`src/rtl/hazard_unit_pkg.sv`:
```
// ---------------------------------------------------------------------------
// hazard_unit_pkg : stage indices, forward-select codes, control FSM states
// Rev 1.0
// ---------------------------------------------------------------------------
`default_nettype none

package hazard_unit_pkg;

  localparam int STG_IF     = 0;
  localparam int STG_ID     = 1;
  localparam int STG_EX     = 2;
  localparam int STG_MEM    = 3;
  localparam int STG_WB     = 4;
  localparam int NUM_STAGES = 5;

  localparam logic [1:0] FWD_RF  = 2'd0;
  localparam logic [1:0] FWD_EX  = 2'd1;
  localparam logic [1:0] FWD_MEM = 2'd2;
  localparam logic [1:0] FWD_WB  = 2'd3;

  typedef enum logic [1:0] {
    ST_RUN     = 2'd0,
    ST_LDSTALL = 2'd1,
    ST_FLUSH   = 2'd2
  } hu_state_e;

endpackage

`default_nettype wire

```
`src/rtl/hazard_unit_fwd_mux.sv`:
```
// ---------------------------------------------------------------------------
// hazard_unit_fwd_mux : match-and-select forwarding for one source operand
// Rev 1.0
// ---------------------------------------------------------------------------
`default_nettype none

module hazard_unit_fwd_mux
  import hazard_unit_pkg::*;
#(
  parameter int AWIDTH = 5,
  parameter int DWIDTH = 32,
  parameter int FWD_EN = 1
) (
  input  logic [AWIDTH-1:0] rs,
  input  logic [DWIDTH-1:0] rf_data,
  input  logic              ex_valid,
  input  logic              ex_we,
  input  logic              ex_is_load,
  input  logic [AWIDTH-1:0] ex_rd,
  input  logic [DWIDTH-1:0] ex_data,
  input  logic              mem_valid,
  input  logic              mem_we,
  input  logic [AWIDTH-1:0] mem_rd,
  input  logic [DWIDTH-1:0] mem_data,
  input  logic              wb_we,
  input  logic [AWIDTH-1:0] wb_rd,
  input  logic [DWIDTH-1:0] wb_data,
  output logic [1:0]        sel,
  output logic [DWIDTH-1:0] data,
  output logic              load_use,
  output logic              interlock
);

  logic w_rs_nz;
  logic w_ex_hit;
  logic w_mem_hit;
  logic w_wb_hit;

  // x0 is hard-wired zero, so it never matches a producer
  assign w_rs_nz   = |rs;
  assign w_ex_hit  = w_rs_nz & ex_valid & ex_we & (ex_rd == rs);
  assign w_mem_hit = w_rs_nz & mem_valid & mem_we & (mem_rd == rs);
  assign w_wb_hit  = w_rs_nz & wb_we & (wb_rd == rs);

  assign load_use  = w_ex_hit & ex_is_load;
  assign interlock = (FWD_EN == 0) & (w_ex_hit | w_mem_hit);

  always_comb begin
    sel  = FWD_RF;
    data = rf_data;
    if ((FWD_EN != 0) && w_ex_hit && !ex_is_load) begin
      sel  = FWD_EX;
      data = ex_data;
    end else if ((FWD_EN != 0) && w_mem_hit) begin
      sel  = FWD_MEM;
      data = mem_data;
    end else if (w_wb_hit) begin
      sel  = FWD_WB;
      data = wb_data;
    end
  end

endmodule

`default_nettype wire

```
`src/rtl/hazard_unit.sv`:
```
// ---------------------------------------------------------------------------
// hazard_unit : pipeline stall/flush control, forwarding, PC redirect, counters
// Rev 1.0
// ---------------------------------------------------------------------------
`default_nettype none

module hazard_unit
  import hazard_unit_pkg::*;
#(
  parameter int AWIDTH       = 5,
  parameter int DWIDTH       = 32,
  parameter int PC_WIDTH     = 32,
  parameter int FWD_EN       = 1,
  parameter int FLUSH_CYCLES = 1,
  parameter int CNT_WIDTH    = 16
) (
  input  logic                  hu_clk,
  input  logic                  hu_rst,
  input  logic                  hu_i_ds_valid,
  input  logic [AWIDTH-1:0]     hu_i_ds_rs1,
  input  logic [AWIDTH-1:0]     hu_i_ds_rs2,
  input  logic [DWIDTH-1:0]     hu_i_rf_rs1,
  input  logic [DWIDTH-1:0]     hu_i_rf_rs2,
  input  logic                  hu_i_ex_valid,
  input  logic                  hu_i_ex_we,
  input  logic                  hu_i_ex_is_load,
  input  logic [AWIDTH-1:0]     hu_i_ex_rd,
  input  logic [DWIDTH-1:0]     hu_i_ex_data,
  input  logic                  hu_i_mem_valid,
  input  logic                  hu_i_mem_we,
  input  logic [AWIDTH-1:0]     hu_i_mem_rd,
  input  logic [DWIDTH-1:0]     hu_i_mem_data,
  input  logic                  hu_i_wb_we,
  input  logic [AWIDTH-1:0]     hu_i_wb_rd,
  input  logic [DWIDTH-1:0]     hu_i_wb_data,
  input  logic                  hu_i_alu_busy,
  input  logic                  hu_i_mem_busy,
  input  logic                  hu_i_change_pc,
  input  logic [PC_WIDTH-1:0]   hu_i_next_pc,
  output logic [4:0]            hu_o_stall,
  output logic [4:0]            hu_o_flush,
  output logic [1:0]            hu_o_fwd_rs1_sel,
  output logic [1:0]            hu_o_fwd_rs2_sel,
  output logic [DWIDTH-1:0]     hu_o_fwd_rs1_data,
  output logic [DWIDTH-1:0]     hu_o_fwd_rs2_data,
  output logic                  hu_o_redirect,
  output logic [PC_WIDTH-1:0]   hu_o_redirect_pc,
  output logic [CNT_WIDTH-1:0]  hu_o_stall_cnt,
  output logic [CNT_WIDTH-1:0]  hu_o_flush_cnt
);

  localparam int         FCW        = 3;
  localparam logic [2:0] FLUSH_LOAD = FCW'(FLUSH_CYCLES - 1);

  hu_state_e               r_state, w_state_nxt;
  logic [FCW-1:0]          r_fcnt, w_fcnt_nxt;
  logic                    r_redirect;
  logic [PC_WIDTH-1:0]     r_redirect_pc;
  logic [CNT_WIDTH-1:0]    r_stall_cnt;
  logic [CNT_WIDTH-1:0]    r_flush_cnt;
  logic [NUM_STAGES-1:0]   w_stall;
  logic [NUM_STAGES-1:0]   w_flush;
  logic                    w_accept;
  logic                    w_lu1, w_lu2, w_il1, w_il2;
  logic                    w_load_use;
  logic                    w_hazard;

  hazard_unit_fwd_mux #(.AWIDTH(AWIDTH), .DWIDTH(DWIDTH), .FWD_EN(FWD_EN)) u_fwd_rs1 (
    .rs        (hu_i_ds_rs1),
    .rf_data   (hu_i_rf_rs1),
    .ex_valid  (hu_i_ex_valid),
    .ex_we     (hu_i_ex_we),
    .ex_is_load(hu_i_ex_is_load),
    .ex_rd     (hu_i_ex_rd),
    .ex_data   (hu_i_ex_data),
    .mem_valid (hu_i_mem_valid),
    .mem_we    (hu_i_mem_we),
    .mem_rd    (hu_i_mem_rd),
    .mem_data  (hu_i_mem_data),
    .wb_we     (hu_i_wb_we),
    .wb_rd     (hu_i_wb_rd),
    .wb_data   (hu_i_wb_data),
    .sel       (hu_o_fwd_rs1_sel),
    .data      (hu_o_fwd_rs1_data),
    .load_use  (w_lu1),
    .interlock (w_il1)
  );

  hazard_unit_fwd_mux #(.AWIDTH(AWIDTH), .DWIDTH(DWIDTH), .FWD_EN(FWD_EN)) u_fwd_rs2 (
    .rs        (hu_i_ds_rs2),
    .rf_data   (hu_i_rf_rs2),
    .ex_valid  (hu_i_ex_valid),
    .ex_we     (hu_i_ex_we),
    .ex_is_load(hu_i_ex_is_load),
    .ex_rd     (hu_i_ex_rd),
    .ex_data   (hu_i_ex_data),
    .mem_valid (hu_i_mem_valid),
    .mem_we    (hu_i_mem_we),
    .mem_rd    (hu_i_mem_rd),
    .mem_data  (hu_i_mem_data),
    .wb_we     (hu_i_wb_we),
    .wb_rd     (hu_i_wb_rd),
    .wb_data   (hu_i_wb_data),
    .sel       (hu_o_fwd_rs2_sel),
    .data      (hu_o_fwd_rs2_data),
    .load_use  (w_lu2),
    .interlock (w_il2)
  );

  // The load that caused LDSTALL is still in EX for one cycle; don't re-raise it
  assign w_load_use = hu_i_ds_valid & (w_lu1 | w_lu2) & (r_state != ST_LDSTALL);
  assign w_hazard   = w_load_use | (hu_i_ds_valid & (w_il1 | w_il2));

  always_comb begin
    w_stall     = '0;
    w_flush     = '0;
    w_accept    = 1'b0;
    w_state_nxt = r_state;
    w_fcnt_nxt  = r_fcnt;
    if (hu_i_mem_busy) begin
      w_stall[STG_IF]  = 1'b1;
      w_stall[STG_ID]  = 1'b1;
      w_stall[STG_EX]  = 1'b1;
      w_stall[STG_MEM] = 1'b1;
    end else if (hu_i_alu_busy) begin
      w_stall[STG_IF]  = 1'b1;
      w_stall[STG_ID]  = 1'b1;
      w_stall[STG_EX]  = 1'b1;
      w_flush[STG_MEM] = 1'b1;
    end else if (hu_i_change_pc) begin
      w_accept        = 1'b1;
      w_flush[STG_IF] = 1'b1;
      w_flush[STG_ID] = 1'b1;
      if (FLUSH_CYCLES > 1) begin
        w_state_nxt = ST_FLUSH;
        w_fcnt_nxt  = FLUSH_LOAD;
      end else begin
        w_state_nxt = ST_RUN;
      end
    end else if (r_state == ST_FLUSH) begin
      w_flush[STG_IF] = 1'b1;
      w_flush[STG_ID] = 1'b1;
      w_fcnt_nxt      = r_fcnt - 1'b1;
      if (r_fcnt <= 3'd1) begin
        w_state_nxt = ST_RUN;
      end
    end else if (w_hazard) begin
      w_stall[STG_IF] = 1'b1;
      w_stall[STG_ID] = 1'b1;
      w_flush[STG_EX] = 1'b1;
      w_state_nxt     = w_load_use ? ST_LDSTALL : ST_RUN;
    end else begin
      w_state_nxt = ST_RUN;
    end
  end

  always_ff @(posedge hu_clk or negedge hu_rst) begin
    if (!hu_rst) begin
      r_state       <= ST_RUN;
      r_fcnt        <= '0;
      r_redirect    <= 1'b0;
      r_redirect_pc <= '0;
      r_stall_cnt   <= '0;
      r_flush_cnt   <= '0;
    end else begin
      r_state    <= w_state_nxt;
      r_fcnt     <= w_fcnt_nxt;
      r_redirect <= w_accept;
      if (w_accept) begin
        r_redirect_pc <= hu_i_next_pc;
      end
      if (w_stall[STG_ID] && (r_stall_cnt != {CNT_WIDTH{1'b1}})) begin
        r_stall_cnt <= r_stall_cnt + 1'b1;
      end
      if (w_accept && (r_flush_cnt != {CNT_WIDTH{1'b1}})) begin
        r_flush_cnt <= r_flush_cnt + 1'b1;
      end
    end
  end

  assign hu_o_stall       = w_stall;
  assign hu_o_flush       = w_flush;
  assign hu_o_redirect    = r_redirect;
  assign hu_o_redirect_pc = r_redirect_pc;
  assign hu_o_stall_cnt   = r_stall_cnt;
  assign hu_o_flush_cnt   = r_flush_cnt;

endmodule

`default_nettype wire

```
`config.mk`:
```
export PLATFORM = sky130hd
export DESIGN_NAME = hazard_unit
export DESIGN_NICKNAME = d
export VERILOG_FILES = /design/src/rtl/hazard_unit_pkg.sv /design/src/rtl/hazard_unit_fwd_mux.sv /design/src/rtl/hazard_unit.sv
export SDC_FILE = /design/constraint.sdc
export NUM_CORES = 1
export LEC_CHECK = 0
export BUFFER_PORTS_ARGS = -buffer_cell sky130_fd_sc_hd__buf_2
export CELL_PAD_IN_SITES_DETAIL_PLACEMENT = 1
export CELL_PAD_IN_SITES_GLOBAL_PLACEMENT = 2
export CORE_ASPECT_RATIO = 0.8
export CORE_MARGIN = 5
export CORE_UTILIZATION = 23
export CTS_CLUSTER_SIZE = 20
export DETAILED_ROUTE_END_ITERATION = 7
export GPL_TIMING_DRIVEN = 0
export PLACE_DENSITY = 0.78
export SYNTH_ARGS = -nofsm -noshare
export SYNTH_HDL_FRONTEND = slang
export SYNTH_HIERARCHICAL = 1
export SYNTH_SLANG_ARGS = --single-unit
```
`constraint.sdc`:
```
create_clock -name hu_clk -period 2.7 [get_ports hu_clk]
set_input_delay 0.135 -clock hu_clk [delete_from_list [all_inputs] [get_ports hu_clk]]
set_output_delay 0.135 -clock hu_clk [all_outputs]
set_load 0.02 [all_outputs]
```
==> impl_metrics.tcl <==
set metrics [dict create \
    cts_tree "built" \
    setup_viol 0 \
    seqCellArea_um2 1650 \
    ys_types 61 \
    ios 372 \
    async_flop_share 1.00 \
    p_leak_nw 4.51 \
    finalMaxSlewViolations 0 \
    gr-total-overflow 0 \
    rows 54 \
    yosysTopAreaCell "dfrtp_1" \
    globalplace.congestion 0.842 \
    worstPathRequired_ns 2.57 \
    netlist_instances 810 \
    grt_max_degree 67 \
    synth_edf_count 0 \
    dpl-instance-area_um2 8690 \
    routed_wl_um 36100 \
    crit_arrival_ns 2.42 \
    post-route-period-util 0.946 \
    p_per_area_nw_per_um2 457 \
    dpl.hpwl_um 28600 \
    cts_sinks 66 \
    post-place-ws_ns -0.522 \
    core_area_um2 27300 \
    multi_input_area_um2 4020 \
    syn2layout_area_growth_pct 46.2 \
    clk_latency_ns 0.34 \
    critPathLaunchType "input port" \
    vias_per_cell 5.22 \
    fmax_mhz 392 \
    clock_tree.root_cell "clkbuf_16" \
    layout-drive-gt1-share 0.363 \
    synth.most_common_cell "nand2_1" \
    yosysWarnings 6 \
    drtAntennaViolNets 0 \
    die_area_um2 31200 \
    ir_worst_vdd_mv 0.365 \
    die_w_um 196 \
    fillers 3441 \
    die_height_um 159 \
    crit_path_end_kind "output pin" \
    stdcell_area_um2 9330 \
    drc 0 \
    fin_nets 1448 \
    syn_avg_cell_area_um2 7.88 \
    fin_crit_ns 2.55 \
    dominantRegCellSynth "dfrtp_1" \
    synth_commonest_cells "nand2_1, inv_1, and4_1" \
    grt_pass1_wl_um 53900 \
    port_buffers 369 \
    vias 8359 \
    clk_pin_slew_worst_paths_ns 0.05 \
    clockBufferDepth 2 \
    drtPass1Iterations 5 \
    rsz0062_at_grt "no" \
    critPathKind "input port to output pin" \
    worst_slack_ns 0.146 \
    cp_max_fo 10 \
    antenna_found_initial 20 \
    yosysSeqAreaShare 0.259 \
    worst_pin_slew_ns 0.862 \
    cts_inserted_buffers 9 \
    syn_area_um2 6380 \
    initialDrtViolationCount 515 \
    maxCapViolations 0 \
    synth_area_leaders "dfrtp_1, and4_1, o32ai_1" \
    start_util 0.234 \
    hold_class "input port to flop" \
    dp.cells 1544 \
    max_slew_margin 0.425 \
    hold_viol 0 \
    final_cells 1601 \
    cts.htree.levels 3 \
    synth_top_cell_area_share 0.259 \
    grt_usage 0.220 \
    hold_ws_ns 0.00235 \
    ys_seq_elements 66 \
    grt_pass1_vias 8720 \
    worst_clock_skew_ns 0.00369 \
    wl_per_cell_um 22.5 \
    outcome "finished clean" \
    utilization 0.342 \
]
## report_power, final
group / internal, mW / total [mW] / switching (mW) / leakage, nW
Combinational: 0.631 / 1.70 / 1.07 / 3.52
Clock: 0.739 / 1.19 / 0.447 / 0.141
Sequential: 1.18 / 1.38 / 0.207 / 0.842
Total: 2.55 / 4.27 / 1.72 / 4.51
## sequential cells by signal, summed over array words and instances (netlist names)
signal,count
hu_o_stall_cnt,16
hu_o_redirect,1
hu_o_redirect_pc,32
r_state,1
hu_o_flush_cnt,16
## layer usage
metal  routed length (µm)  GRT usage  vias to the layer above
met2                17000      0.353                      365
met5                   62          0                        -
met4                 1110     0.0774                       10
met3                 2550     0.0482                       74
met1                15300      0.292                     4008
li1                     -          -                     3902
## final timing paths
check,startpoint,end,slack [ns],depth (start not counted)
setup / recovery,hu_i_ex_is_load,hu_o_stall[1],0.15,10
hold / removal,hu_i_next_pc[1],hu_o_redirect_pc[1]$_DFFE_PN0P_,0.002,3
setup reg to reg,hu_o_stall_cnt[0]$_DFFE_PN0P_,hu_o_stall_cnt[1]$_DFFE_PN0P_,0.67,5
hold reg to reg,hu_o_redirect_pc[30]$_DFFE_PN0P_,hu_o_redirect_pc[30]$_DFFE_PN0P_,0.47,2
max in group asynchronous,hu_rst,hu_o_redirect_pc[13]$_DFFE_PN0P_,1.67,2
min in group asynchronous,hu_rst,hu_o_redirect_pc[4]$_DFFE_PN0P_,0.45,2
## logic make-up (layout without fill, tap and decap cells)
family,after synthesis,in the layout,synth area share
AO/OA/AOI/OAI,226,226,0.262
flip-flops,66,66,0.259
other,3,19,0.00176
multiplexers,5,5,0.0106
buffers and inverters,164,575,0.113
adder cells (fa/ha/maj),2,2,0.00392
XOR/XNOR,51,51,0.0700
AND/OR/NAND/NOR,293,293,0.280
## placed cells by master, fill, tap and decap left out, drive strengths merged, types with 3 or more instances in the layout
| cell type | synthesis | routed |
|---|---|---|
| o32ai | 60 | 60 |
| or3 | 3 | 3 |
| a211oi | 66 | 66 |
| nor4 | 6 | 6 |
| clkinvlp | 0 | 3 |
| dfrtp | 66 | 66 |
| nor3 | 5 | 5 |
| and3 | 10 | 10 |
| inv | 73 | 73 |
| nor2 | 11 | 11 |
| o21ai | 37 | 37 |
| mux2 | 5 | 5 |
| xnor2 | 31 | 31 |
| nand2 | 110 | 110 |
| diode | 0 | 15 |
| o211ai | 4 | 4 |
| xor2 | 20 | 20 |
| nand4 | 12 | 12 |
| a21oi | 4 | 4 |
| dlygate4sd3 | 0 | 28 |
| buf | 30 | 397 |
| o22ai | 30 | 30 |
| o2bb2ai | 3 | 3 |
| or4 | 30 | 30 |
| and2 | 10 | 10 |
| conb | 3 | 4 |
| clkinv | 1 | 3 |
| and4 | 67 | 67 |
| a31oi | 4 | 4 |
| clkbuf | 60 | 70 |
| nand3 | 21 | 21 |
## area by class of cell
| class | count | share of cell area |
|---|---|---|
| antenna | 15 | 0.00402 |
| buffer | 88 | 0.0476 |
| clock buffer | 10 | 0.0256 |
| clock inverter | 6 | 0.00711 |
| inverter | 74 | 0.0303 |
| multi-input combinational | 581 | 0.431 |
| sequential | 66 | 0.177 |
| tap | 364 | 0.0488 |
| timing repair buffer | 397 | 0.228 |
## what timing repair did
| action | CTS | global route |
|---|---|---|
| gates resized for setup | 5 | 11 |
| setup endpoints to repair | 6 | 5 |
| hold buffers | 28 | 0 |
| buffers inserted | 0 | 0 |
| endpoints found under the hold margin | 93 | 0 |
## critical path, stage by stage
cell and delay, ns:
buf_2 0.13, clkbuf_1 0.44, clkbuf_1 0.49, inv_1 0.09, nor3_1 0.22, o21bai_1 0.14
a22o_4 0.29, inv_2 0.19, buf_4 0.14, buf_2 0.15
## metrics by stage
step,TNS [ns],power [mW]
finish,0,4.27
CTS,0,4.30
detailed placement,-5.07,3.07
floorplan,0,2.27
global placement,-4.43,3.03
global route,0,4.50
Note: power is estimated with default switching activity, not from simulation.
